**config.mk**
```make
export PLATFORM = sky130hd
export DESIGN_NAME = seq_detect_prog
export DESIGN_NICKNAME = d
export VERILOG_FILES = /design/src/rtl/seq_det_pkg.sv /design/src/rtl/sat_counter.sv /design/src/rtl/seq_detect_prog.sv
export SDC_FILE = /design/constraint.sdc
export NUM_CORES = 1
export LEC_CHECK = 0
export CAP_MARGIN = 20
export CORE_ASPECT_RATIO = 0.75
export CORE_MARGIN = 10
export CORE_UTILIZATION = 35
export DETAILED_ROUTE_END_ITERATION = 10
export DONT_BUFFER_PORTS = 1
export GPL_ROUTABILITY_DRIVEN = 0
export PLACE_DENSITY_LB_ADDON = 0.12
export SETUP_SLACK_MARGIN = 0.15
export SYNTH_ARGS = -nofsm -noshare
export SYNTH_HDL_FRONTEND = slang
export SYNTH_SLANG_ARGS = --single-unit
```
**constraint.sdc**
```tcl
create_clock -name clk -period 3.75 [get_ports clk]
set_clock_uncertainty 0.2 [all_clocks]
set_input_delay 0.375 -clock clk [delete_from_list [all_inputs] [get_ports clk]]
set_output_delay 0.375 -clock clk [all_outputs]
set_load 0.01 [all_outputs]
```
**src/rtl/seq_det_pkg.sv**
```systemverilog
// seq_det_pkg: shared constants and helpers for the programmable sequence detector family
package seq_det_pkg;
  localparam logic MODE_NONOVL = 1'b0;
  localparam logic MODE_OVL = 1'b1;
  localparam logic [7:0] DEF_PATTERN = 8'b0000_1010;
  localparam int DEF_LEN = 4;
  localparam logic DEF_OVERLAP = MODE_NONOVL;
  function automatic int len_width(input int max_len);
    return $clog2(max_len + 1);
  endfunction
endpackage

```
**src/rtl/sat_counter.sv**
```systemverilog
// sat_counter: W-bit up counter that sticks at all-ones, synchronous clear
module sat_counter #(
  parameter int W = 8
) (
  input  logic         clk,
  input  logic         clr,
  input  logic         inc,
  output logic [W-1:0] q
);
  logic [W-1:0] cnt_q;
  always_ff @(posedge clk) begin
    if (clr) cnt_q <= '0;
    else if (inc && cnt_q != '1) cnt_q <= cnt_q + 1'b1;
  end
  assign q = cnt_q;
endmodule

```
**src/rtl/seq_detect_prog.sv**
```systemverilog
// seq_detect_prog: runtime-programmable serial pattern detector with Mealy/registered hits and hit counter
module seq_detect_prog
  import seq_det_pkg::*;
#(
  parameter int MAX_LEN = 8,
  parameter int CNT_W = 8,
  parameter logic [MAX_LEN-1:0] RST_PATTERN = MAX_LEN'(DEF_PATTERN),
  parameter int RST_LEN = DEF_LEN,
  parameter logic RST_OVERLAP = DEF_OVERLAP,
  localparam int LW = len_width(MAX_LEN)
) (
  input  logic               clk,
  input  logic               rst,
  input  logic               x,
  input  logic               x_valid,
  input  logic               cfg_load,
  input  logic [MAX_LEN-1:0] cfg_pattern,
  input  logic [LW-1:0]      cfg_len,
  input  logic               cfg_overlap,
  output logic               y,
  output logic               y_reg,
  output logic [CNT_W-1:0]   hit_cnt
);
  logic [MAX_LEN-1:0] pat_q, pat_d, win, mask;
  logic [MAX_LEN-2:0] hist_q, hist_d;
  logic [LW-1:0] len_q, len_d, fill_q, fill_d;
  logic ovl_q, ovl_d, y_reg_q, match;
  assign win = {hist_q, x};
  // only the low len_q bits of the window and pattern take part in the compare
  assign mask = ~({MAX_LEN{1'b1}} << len_q);
  assign match = (len_q != '0) && (fill_q >= len_q - 1'b1) && (((win ^ pat_q) & mask) == '0);
  assign y = x_valid & match & ~cfg_load & ~rst;
  always_comb begin
    pat_d = pat_q;
    len_d = len_q;
    ovl_d = ovl_q;
    hist_d = hist_q;
    fill_d = fill_q;
    if (cfg_load) begin
      pat_d = cfg_pattern;
      len_d = (cfg_len > LW'(MAX_LEN)) ? LW'(MAX_LEN) : cfg_len;
      ovl_d = cfg_overlap;
      hist_d = '0;
      fill_d = '0;
    end else if (x_valid) begin
      hist_d = win[MAX_LEN-2:0];
      // non-overlap hits restart the fill so no matched bit is reused
      fill_d = (y && ovl_q == MODE_NONOVL) ? '0 :
               (fill_q == LW'(MAX_LEN - 1)) ? fill_q : fill_q + 1'b1;
    end
  end
  always_ff @(posedge clk) begin
    if (rst) begin
      pat_q <= RST_PATTERN;
      len_q <= LW'(RST_LEN);
      ovl_q <= RST_OVERLAP;
      hist_q <= '0;
      fill_q <= '0;
      y_reg_q <= 1'b0;
    end else begin
      pat_q <= pat_d;
      len_q <= len_d;
      ovl_q <= ovl_d;
      hist_q <= hist_d;
      fill_q <= fill_d;
      y_reg_q <= y;
    end
  end
  assign y_reg = y_reg_q;
  sat_counter #(.W(CNT_W)) u_cnt (
    .clk(clk),
    .clr(rst),
    .inc(y),
    .q(hit_cnt)
  );
endmodule

```
==> results.cfg <==
[status]
status = finished clean

[pwr]
p_switching_mw = 0.167
ir_worst_vdd_uv = 183
leakage_nw = 0.752
p_clk_frac = 0.376
p_int_mw = 0.520
pwr-share-comb = 0.084
switching_share = 0.243
pwr-share-seq = 0.540
finalPower_mw = 0.687
power.density_nw_per_um2 = 372

[timing]
max_freq_ghz = 0.310
fin_tns_setup_ns = 0
setup_ws_ns = 0.529
worstMarginPinSlew_ns = 0.643
finalCritPeriodShare = 0.859
slew_headroom = 0.570
drv_slew = 0
setup_viol = 0
rsz0062_at_grt = no
finalCriticalPeriod_ns = 3.22
holdWs_ns = 0.0317
hold_viol = 0

[detailed_routing]
remaining_drc_errors = 0
drt-initial-drc-count = 50
met3_length_um = 289
drt-pass1-iter-count = 4
maxUsedRoutingLayer = met4
vias = 1314
viasPerCell = 5.26
ant_nets = 0
wl_met1_mm = 1.94
met2WireLength_mm = 1.46
routed_wl_mm = 3.72
routedWlPerCell_um = 14.9

[clock_network]
clock_path_buffers = 2
clk_pin_slew_worst_paths_ns = 0.07
clock_latency_ns = 0.28
h-tree-depth = 2
clkSinkCount = 33
cts_tree = yes
holdBufCountCts = 5
cts_root_buf = clkbuf_8
post_cts_buffers = 0
cts_made_buffers = 5
postCtsResizedCells = 0

[cells_and_area]
finalNetCount = 220
layout_commonest_cell = dfxtp_1
post-route-util = 0.406
area.growth.synth_to_final_pct = 9.99
fin_area_sq_um = 1850
drive_above_1_share = 0.0829
n_antenna_cell = 0
final_cell_mix = 33 x dfxtp_1, 26 x nor2_1, 17 x mux2i_1
final_cells = 250

[worst_setup_path]
r2r_start = len_q[1]$_SDFFE_PP0P_
crit_path_end_kind = primary output
critPathLaunchType = flop
crit_type = reg2out
crit_fanout = 11
worst_ep_arrival_time_ns = 2.65
cp.required_ns = 3.17
startpoint = len_q[1]$_SDFFE_PP0P_

[floorplan]
die_x_um = 100
core_area_sq_um = 4550
die_y_um = 80.0
start_util = 0.369
row_count = 21
dieArea_sq_um = 7990
ios = 28

[logic_synthesis]
postSynthNetCount = 216
syn_inst = 188
ys.warnings.count = 0
yosysSeqAreaShare = 0.394
syn_area_per_cell_sq_um = 8.92
synth.distinct_cells = 40
synth-seq-cells = 33
syn_area_sq_um = 1680

[global_routing]
grt-ovfl-total = 0
grt_start_max_net_pins = 18
grt_usage = 0.0986
antenna_found_initial = 0
grt_pass1_vias = 1217
grt_pass1_wl_mm = 6.24

[place]
dp_hpwl_mm = 2.84
dpl.cell_count = 237
placed_cell_area_sq_um = 1710
portBuffers = 0
place_ws_ns = 0.678

[worst_hold_path]
min_from = cfg_load
hp-class = in2reg

[flow_run]
max_cap_violations = 0
cell usage after synthesis (all sizes together):
library cell	instances	area share
mux2	2	0.016
a211o	3	0.016
nor2	26	0.058
o21ai	5	0.015
and3	1	0.0037
nor4	2	0.0075
o21a	1	0.0045
mux2i	17	0.10
a31o	1	0.0052
or3	3	0.014
nand3b	1	0.0045
nand4	5	0.019
nor3	6	0.018
nand2	8	0.018
a211oi	1	0.0045
a221o	1	0.0060
and4b	1	0.0060
clkbuf	2	0.0045
a2111oi	1	0.0052
nor2b	4	0.015
or2	2	0.0075
buf	6	0.019
o22ai	4	0.015
and4	2	0.010
a21oi	9	0.027
a21bo	1	0.0060
dfxtp	33	0.39
nand3	6	0.021
nand2b	2	0.0075
a22oi	2	0.0089
ha	10	0.075
inv	12	0.027
xnor2	8	0.042
worst paths after layout:
kind	end	slack (ns)	depth (start not counted)
setup / recovery	y	0.53	9
hold / removal	len_q[2]$_SDFFE_PP1P_	0.03	2
setup reg to reg	u_cnt.q[5]$_SDFFE_PP0P_	0.67	11
hold reg to reg	hist_q[6]$_SDFFE_PP0P_	0.33	2
power groups by stage:
stage                     registers [mW]  logic [mW]  clock network [mW]
final                              0.371      0.0579               0.258
after global routing               0.373      0.0656               0.291
after CTS                          0.371      0.0586               0.270
after detailed placement           0.379      0.0509                   0
after global placement             0.379      0.0497                   0
after floorplan                    0.373      0.0525                   0
area by class of cell:
class	count	area, sq um
clock inverter	3	17.5
tap	57	71.3
multi-input combinational	135	932
timing repair buffer	5	50.0
sequential	33	661
clock buffer	5	68.8
inverter	12	45.0
fill	467	2700
per-layer routing:
layer  vias up  track usage
li1        674            -
met4         0       0.0300
met1       603        0.131
met5         -            0
met3         4       0.0588
met2        33        0.127
cell families (layout without fill, tap and decap cells):
logic type | Yosys count | after routing | synth area share
multiplexers | 19 | 19 | 0.117
adder cells (fa/ha/maj) | 10 | 10 | 0.0746
flip-flops | 33 | 33 | 0.394
AND/OR/NAND/NOR | 69 | 69 | 0.210
buffers and inverters | 20 | 25 | 0.0507
AO/OA/AOI/OAI | 29 | 29 | 0.113
XOR/XNOR | 8 | 8 | 0.0418
worst max-delay path: stages (launching register included):
cell	delay [ns]
dfxtp_1	0.43
inv_1	0.07
ha_1	0.21
ha_1	0.29
ha_1	0.28
o21a_1	0.10
o22ai_1	0.06
or2_2	0.31
or3_4	0.42
inv_2	0.20
(Power assumes the default switching activity.)
